==> src/rtl/modn_updown_counter.sv <==
// +----------------------------------------------------------------------------+
// | modn_updown_counter: modulo-N up/down counter, wrap or saturate mode.      |
// | Optional parallel load under MODN_LOAD_EN.  Rev 1.0                        |
// +----------------------------------------------------------------------------+
`default_nettype none

module modn_updown_counter #(
  parameter int MODULUS = 5,
  parameter int WIDTH   = 3
) (
  input  logic             Clock,
  input  logic             Reset,
  input  logic             En,
  input  logic             Dir,
  input  logic             Sat,
`ifdef MODN_LOAD_EN
  input  logic             Load,
  input  logic [WIDTH-1:0] LoadVal,
  output logic             LoadErr,
`endif
  output logic [WIDTH-1:0] Count,
  output logic             Wrap,
  output logic             AtMax,
  output logic             AtZero
);

  localparam logic [WIDTH-1:0] C_MAX = WIDTH'(MODULUS - 1);

  logic [WIDTH-1:0] count_q, count_d;
  logic             wrap_q, wrap_d;
  logic             load_err_q, load_err_d;

  always_comb begin
    count_d    = count_q;
    wrap_d     = 1'b0;
    load_err_d = 1'b0;
`ifdef MODN_LOAD_EN
    if (Load) begin
      if ({1'b0, LoadVal} < (WIDTH + 1)'(MODULUS)) begin
        count_d = LoadVal;
      end else begin
        count_d    = C_MAX;
        load_err_d = 1'b1;
      end
    end else
`endif
    // Encodings above MODULUS-1 are recovered to 0 regardless of En.
    if (count_q > C_MAX) begin
      count_d = '0;
    end else if (En) begin
      if (!Dir) begin
        if (count_q == C_MAX) begin
          if (!Sat) begin
            count_d = '0;
            wrap_d  = 1'b1;
          end
        end else begin
          count_d = count_q + 1'b1;
        end
      end else begin
        if (count_q == '0) begin
          if (!Sat) begin
            count_d = C_MAX;
            wrap_d  = 1'b1;
          end
        end else begin
          count_d = count_q - 1'b1;
        end
      end
    end
  end

  always_ff @(posedge Clock) begin
    if (!Reset) begin
      count_q    <= '0;
      wrap_q     <= 1'b0;
      load_err_q <= 1'b0;
    end else begin
      count_q    <= count_d;
      wrap_q     <= wrap_d;
      load_err_q <= load_err_d;
    end
  end

  assign Count  = count_q;
  assign Wrap   = wrap_q;
  assign AtMax  = (count_q == C_MAX);
  assign AtZero = (count_q == '0);
`ifdef MODN_LOAD_EN
  assign LoadErr = load_err_q;
`else
  logic unused_load_err;
  assign unused_load_err = load_err_q;
`endif

endmodule

`default_nettype wire

==> config.mk <==
export PLATFORM = sky130hd
export DESIGN_NAME = modn_updown_counter
export DESIGN_NICKNAME = d
export VERILOG_FILES = /design/src/rtl/modn_updown_counter.sv
export SDC_FILE = /design/constraint.sdc
export NUM_CORES = 1
export LEC_CHECK = 0
export CAP_MARGIN = 20
export CORE_AREA = 2 2 39 41
export CTS_CLUSTER_SIZE = 14
export DETAILED_ROUTE_END_ITERATION = 7
export DIE_AREA = 0 0 41 43
export PLACE_DENSITY = 0.48
export SYNTH_ARGS = -nofsm -noshare
export SYNTH_HDL_FRONTEND = slang
export SYNTH_SLANG_ARGS = --single-unit
==> constraint.sdc <==
create_clock -name Clock -period 2.92 [get_ports Clock]
set_clock_uncertainty 0.15 [all_clocks]
set_input_delay 0.292 -clock Clock [delete_from_list [all_inputs] [get_ports Clock]]
set_output_delay 0.292 -clock Clock [all_outputs]
set_load 0.05 [all_outputs]
==> metrics.txt, run 1 <==
WP data required=2.48 ns; vias=333; clock-pin slew on the worst setup and hold paths=0.04 ns; status=completed; WP data arrival=1.97 ns; synth-to-layout area growth=35.7%; CP cell instances=inv_1 > ha_1 > inv_2 > nor2_1 > clkdlybuf4s50_1; vias in the first global route=277; Critical R2R Launch=Count[0]; clock buffer count from CTS=3; Nets=62; antenna cells=0; drc violations=0; synthesized area per cell=8.73 sq um; CTS Root Cell=clkbuf_4; Avg Vias per Cell=4.90; Crit path buffers/inverters=3; Max Clock Freq=0.415 GHz; port buffer count=10; drt wl/cell=11.2 um; Final Instance Area=485 sq um; row count=14; Post-synth top cells=dfxtp_1 (4), inv_1 (4), ha_1 (3), nand3_1 (3); Longest Clk Path Bufs=2; CP Max Fanout=8; Final ANT Viol Nets=0; Rel. slew slack=66.6%; Period minus WS final=2.41 ns; I/O pin count=11; share of post-route cells with drive strength above 1=21.2%; worst slew pin tran=0.500 ns; grt ovf=0; initial antenna violation count=0; Power Dens Cells=577 mW/mm^2; critical path capture point type=output port; DP HPWL=568 um; # setup viols final=0; # fillers=163; Yosys cell types=28; largest stage delay on the critical path=0.80 ns; TNS Setup=0 ns; GP Congestion=0.740; Pleak=0.199 nW; post-CTS resize count=0; Post-Syn Instances=41; Placed Cells=65; Worst R2R Path Depth=5; Slew Limit Fails=0; Die H=43 um; CTS Hold Bufs=0; synthesized net count=49; number of setup buffers added after CTS=0; largest net degree at the start of global routing=12; final wirelength=762 um; Async SR Flop Fraction=0%; post-synthesis sequential area ratio=22.4%; CP max stage cell=clkdlybuf4s50_1; worst skew pair latency=0.24 ns; largest area contributor in the netlist=dfxtp_1; Synth Flop Type=dfxtp_1; unrepaired setup endpoints after global routing=false; area of placed instances=463 sq um; crit path launch=Count[0]; Core Area=0.00138 sq mm; Worst Hold Class=reg -> reg; Final Non-Filler Cells=68; Post-synth EDFFs=0; Synth top area share=22.4%; first-pass GRT wire length=1.23 mm; Area contributors post-synth=dfxtp_1 (22%), ha_1 (10%), o2111ai_1 (4.9%); CP Launch Type=register; Iteration-0 DRC Markers=7; depth of the CTS H-tree=1; CTS tree=built; max_cap viols=0; Fin. Hold Viols=0; period utilisation layout=82.5%; reg-to-reg setup timing slack=1.34 ns; Crit path depth=5; starting density of the core=25.9%; synth warn=0; worst vdd ir=180 uV; Crit Path Category=reg -> out; total track usage=10.5%; die area=0.00176 sq mm; delay-heaviest family, CP=buffers and inverters; CTS sink cnt=4; crit path to=AtZero; Pre-antenna DRT Iters=5; width of the die=41 um; Synth Cell Area=358 sq um; r2r endpoint=Count[2]; FF+latch count, synth=4
cells by family after synthesis:
| kind of cell | Yosys count | synth area share [%] |
|---|---|---|
| AND/OR/NAND/NOR | 16 | 26.9 |
| adder cells (fa/ha/maj) | 3 | 10.5 |
| XOR/XNOR | 2 | 6.99 |
| AO/OA/AOI/OAI | 8 | 21.0 |
| buffers and inverters | 7 | 9.44 |
| multiplexers | 1 | 2.80 |
| flip-flops | 4 | 22.4 |
cell usage in the layout, fill, tap and decap left out:
cell	count
a21oi_1	1
dfxtp_1	4
nor2_2	1
nand2b_1	2
nand2_1	1
ha_1	3
a31oi_1	1
nand4_1	1
xnor2_1	1
and2_1	1
a311o_1	1
mux2i_1	1
and2b_2	1
nor2b_1	1
clkbuf_4	3
and3b_1	1
or2_2	1
a31oi_2	1
xor2_2	1
a311oi_2	1
and2_2	1
nor3_1	1
o311ai_1	1
nor2_1	1
clkdlybuf4s50_1	10
o2111ai_1	2
inv_1	4
inv_2	1
nand3_1	3
sequential cells by signal (all words and copies together), names as in the netlist:
register / count
Wrap: 1
Count: 3
layout make-up:
type                            instances  area [sq um]  share of cell area [%]
Clock buffer                            3          22.5                    4.64
Multi-Input combinational cell         30           244                    50.3
Tap cell                               16          20.0                    4.12
Sequential cell                         4          80.1                    16.5
Timing Repair Buffer                   10           100                    20.6
Inverter                                5          18.8                    3.87
per-stage QoR:
stage | hold slack [ns] | worst slack (ns) | power (mW) | util [%]
floorplan | 0.220 | 0.824 | 0.172 | -
finish | 0.367 | 0.511 | 0.280 | 35.1
CTS | 0.371 | 0.489 | 0.285 | 35.1
detailed placement | 0.361 | 0.748 | 0.211 | 33.5
global route | 0.412 | 0.373 | 0.300 | 35.1
global placement | 0.362 | 0.766 | 0.212 | 33.5
worst min path at each step:
stage | start | end | slack [ns] | depth (start not counted)
finish | Count[1] | Count[1] | 0.37 | 2
global route | Count[1] | Count[1] | 0.41 | 2
CTS | Count[1] | Count[1] | 0.37 | 2
detailed placement | Count[1] | Count[1] | 0.36 | 2
global placement | Count[1] | Count[1] | 0.36 | 2
floorplan | Sat | Wrap | 0.22 | 1
routing by layer:
layer  GRT usage, %  vias up  part of all wire, %
li1               -      169                    -
met1           14.8      152                   46
met2           12.8       10                   46
met3           3.14        2                  7.1
met4           8.00        0                  1.0
met5              0        -                    0
worst min-delay path: stages, from the launching register on:
cell	delay, ns
dfxtp_1	0.33
nand3_1	0.08
mux2i_1	0.06
power breakdown:
group | switching, mW | total, mW | internal [mW]
clock | 0.0248 | 0.0710 | 0.0461
combinational | 0.0848 | 0.138 | 0.0532
sequential | 0.00983 | 0.0712 | 0.0614
Note: power is estimated with default switching activity, not from simulation.
==> run 2, diff against run 1 <==
- PLACE_DENSITY: 0.48 -> 0.5
- clock period: 2.92 -> 2 ns (I/O delays scaled with it)
==> metrics.txt, run 2 (synthesis gave the netlist of run 1 again) <==
die area=0.00176 sq mm; Fin. Hold Viols=0; number of setup buffers added after CTS=0; depth of the CTS H-tree=1; CP max stage cell=clkdlybuf4s50_1; clock-pin slew on the worst setup and hold paths=0.04 ns; drt wl/cell=11.2 um; Power Dens Cells=850 mW/mm^2; largest net degree at the start of global routing=12; drc violations=0; Crit path buffers/inverters=1; initial antenna violation count=0; CTS sink cnt=4; CP Launch Type=register; TNS Setup=0 ns; port buffer count=10; CTS Root Cell=clkbuf_4; CTS Hold Bufs=0; delay-heaviest family, CP=buffers and inverters; largest stage delay on the critical path=0.83 ns; WP data required=1.65 ns; CP Max Fanout=5; critical path capture point type=output port; # setup viols final=0; CP cell instances=clkdlybuf4s50_1; most frequent cells in the layout=clkdlybuf4s50_1 (7), dfxtp_1 (4), inv_1 (4); post-CTS resize count=0; WP data arrival=1.45 ns; most common cell after layout, fill and taps aside=clkdlybuf4s50_1; GP Congestion=0.740; total track usage=10.4%; Pleak=0.211 nW; width of the die=41 um; period utilisation layout=89.8%; Longest Clk Path Bufs=2; Pre-antenna DRT Iters=4; antenna cells=0; clock buffer count from CTS=3; Max Clock Freq=0.557 GHz; starting density of the core=25.9%; Avg Vias per Cell=4.91; Crit Path Category=reg -> out; Largest register FFs=3; vias in the first global route=294; Iteration-0 DRC Markers=11; Rel. slew slack=66.9%; area of placed instances=483 sq um; synth-to-layout area growth=41.3%; row count=14; Final ANT Viol Nets=0; vias=334; Nets=62; DP HPWL=607 um; Final Instance Area=505 sq um; Worst Hold Class=reg -> reg; Core Area=0.00138 sq mm; max_cap viols=0; worst skew pair latency=0.23 ns; Slew Limit Fails=0; Period minus WS final=1.80 ns; first-pass GRT wire length=1.21 mm; worst vdd ir=359 uV; I/O pin count=11; worst slew pin tran=0.495 ns; share of post-route cells with drive strength above 1=28.8%; CTS tree=built; grt ovf=0; final wirelength=761 um; unrepaired setup endpoints after global routing=false; Die H=43 um; status=completed
-- run 2: metrics by stage --
step	utilization, %	hold slack, ns	setup slack (ns)	instances	total power [mW]
final	36.5	0.353	0.205	68	0.429
after global routing	36.5	0.380	0.117	68	0.459
after CTS	36.5	0.359	0.175	68	0.440
after detailed placement	34.9	0.352	0.241	65	0.334
after global placement	34.9	0.348	0.248	65	0.335
after floorplan	-	0.128	0.164	41	0.254
-- run 2: final cells by class --
type                       instances  area, sq um
fill                             150          878
sequential                         4         80.1
tap                               16         20.0
clock buffer                       3         22.5
timing repair buffer              10          118
inverter                           5         18.8
multi-input combinational         30          246
-- run 2: metal layers --
layer  GRT usage (%)  share of wire [%]
met1            12.9                 47
met3            8.38                7.4
met5               0                  0
met2            14.7                 46
met4               0                  0
-- run 2: final timing paths --
kind | start | endpoint | slack [ns] | cells after the start
setup / recovery | Count[0] | Count[0] | 0.20 | 1
hold / removal | Count[1] | Count[1] | 0.35 | 2
setup reg to reg | Count[0] | Count[2] | 0.34 | 5
hold reg to reg | Count[1] | Count[1] | 0.35 | 2
-- run 2: power by group --
| group | leakage, nW | internal [mW] | switching, mW |
|---|---|---|---|
| sequential | 0.0329 | 0.0897 | 0.0153 |
| clock | 0.0138 | 0.0670 | 0.0309 |
| combinational | 0.165 | 0.0957 | 0.131 |
==> run 3, diff against run 2 <==
- CELL_PAD_IN_SITES_DETAIL_PLACEMENT: unset -> 1
- CELL_PAD_IN_SITES_GLOBAL_PLACEMENT: unset -> 1
- PLACE_DENSITY: 0.5 -> 0.65
==> metrics.txt, run 3 (synthesis gave the netlist of run 1 again) <==
Largest register FFs=3; antenna cells=0; number of setup buffers added after CTS=0; clock buffer count from CTS=3; hold path depth=2; Crit path buffers/inverters=1; largest net degree at the start of global routing=12; Die H=43 um; vias in the first global route=322; Nets=62; Fin. Hold Viols=0; Core Area=0.00138 sq mm; critical path capture point type=output port; width of the die=41 um; Pre-antenna DRT Iters=2; DP HPWL=714 um; register share of total power=24.4%; Longest Clk Path Bufs=2; CP cell instances=clkdlybuf4s50_1; CP max stage cell=clkdlybuf4s50_1; share of post-route cells with drive strength above 1=28.8%; Iteration-0 DRC Markers=1; drt wl/cell=12.8 um; first-pass GRT wire length=1.46 mm; period utilisation layout=90.8%; Logic pwr share=52.1%; CP Launch Type=register; Period minus WS final=1.82 ns; status=completed; Placed Cells=65; Clk pwr share=23.5%; vias=327; post-CTS resize count=0; Worst R2R Path Depth=5; met1 Track Usage GR=16.0%; worst skew pair latency=0.24 ns; largest stage delay on the critical path=0.83 ns; TNS Setup=0 ns; met2 GRT Util=17.8%; depth of the CTS H-tree=1; Max Clock Freq=0.551 GHz; row count=14; I/O pin count=11; port buffer count=10; Power Dens Cells=861 mW/mm^2; initial antenna violation count=0; worst slew pin tran=0.491 ns; starting density of the core=25.9%; WP data required=1.65 ns; drc violations=0; total track usage=12.5%; WP data arrival=1.47 ns; CTS Hold Bufs=0; # setup viols final=0; Final Non-Filler Cells=68; synth-to-layout area growth=41.3%; final wirelength=869 um; Power, Total=435 uW; Final ANT Viol Nets=0; grt ovf=0; GP Congestion=0.765; Crit Path Category=reg -> out; most common cell after layout, fill and taps aside=clkdlybuf4s50_1; CTS tree=built; die area=0.00176 sq mm; max_cap viols=0; switching share of total power=42.0%; GR peak layer=met2; worst vdd ir=273 uV; most frequent cells in the layout=clkdlybuf4s50_1 (7), dfxtp_1 (4), inv_1 (4); Core Util, Final=36.5%; CP Max Fanout=5; delay-heaviest family, CP=buffers and inverters; Pleak=0.211 nW; clock-pin slew on the worst setup and hold paths=0.04 ns; Slew Limit Fails=0; internal power=252 uW; Crit path depth=1; CTS Root Cell=clkbuf_4; sw power=183 uW; unrepaired setup endpoints after global routing=false; M3 GR Usage=9.42%; CTS sink cnt=4; Worst Hold Class=reg -> reg; Rel. slew slack=67.2%; Avg Vias per Cell=4.81
## run 3: tightest hold or removal path: stages, from the launching register on
cell and delay, ns:
dfxtp_1 0.33, nand3_1 0.08, mux2i_1 0.06
## run 3: final cells by class
cell class / count / area (sq um)
multi-input cells: 30 / 246
well taps: 16 / 20.0
inverters: 5 / 18.8
fillers: 169 / 878
flip-flops and latches: 4 / 80.1
repair buffers: 10 / 118
clock buffers: 3 / 22.5
## run 3: path summary, 6_finish.rpt
| kind | from | end | slack, ns |
|---|---|---|---|
| setup reg to reg | Count[0] | Count[2] | 0.33 |
| setup / recovery | Count[0] | Count[0] | 0.18 |
| hold reg to reg | Count[1] | Count[1] | 0.37 |
| hold / removal | Count[1] | Count[1] | 0.37 |
## run 3: per-stage QoR
step	instance area (sq um)	setup slack [ns]	hold WS [ns]
2_1_floorplan	360	0.164	0.128
3_3_place_gp	483	0.261	0.383
3_5_place_dp	483	0.226	0.363
4_1_cts	505	0.159	0.382
5_1_grt	505	0.0824	0.392
6_report	505	0.184	0.371
## run 3: power groups by stage
stage | clock (mW) | sequential [mW] | combinational, mW
floorplan | 0 | 0.130 | 0.124
global placement | 0 | 0.107 | 0.227
detailed placement | 0 | 0.108 | 0.229
CTS | 0.108 | 0.106 | 0.230
global route | 0.114 | 0.108 | 0.245
finish | 0.102 | 0.106 | 0.227
## run 3: layer usage
| metal | up-vias | share of wire [%] |
|---|---|---|
| met5 | - | 0 |
| met4 | 0 | 0 |
| met3 | 0 | 7.5 |
| met2 | 10 | 44 |
| met1 | 150 | 48 |
| li1 | 167 | - |
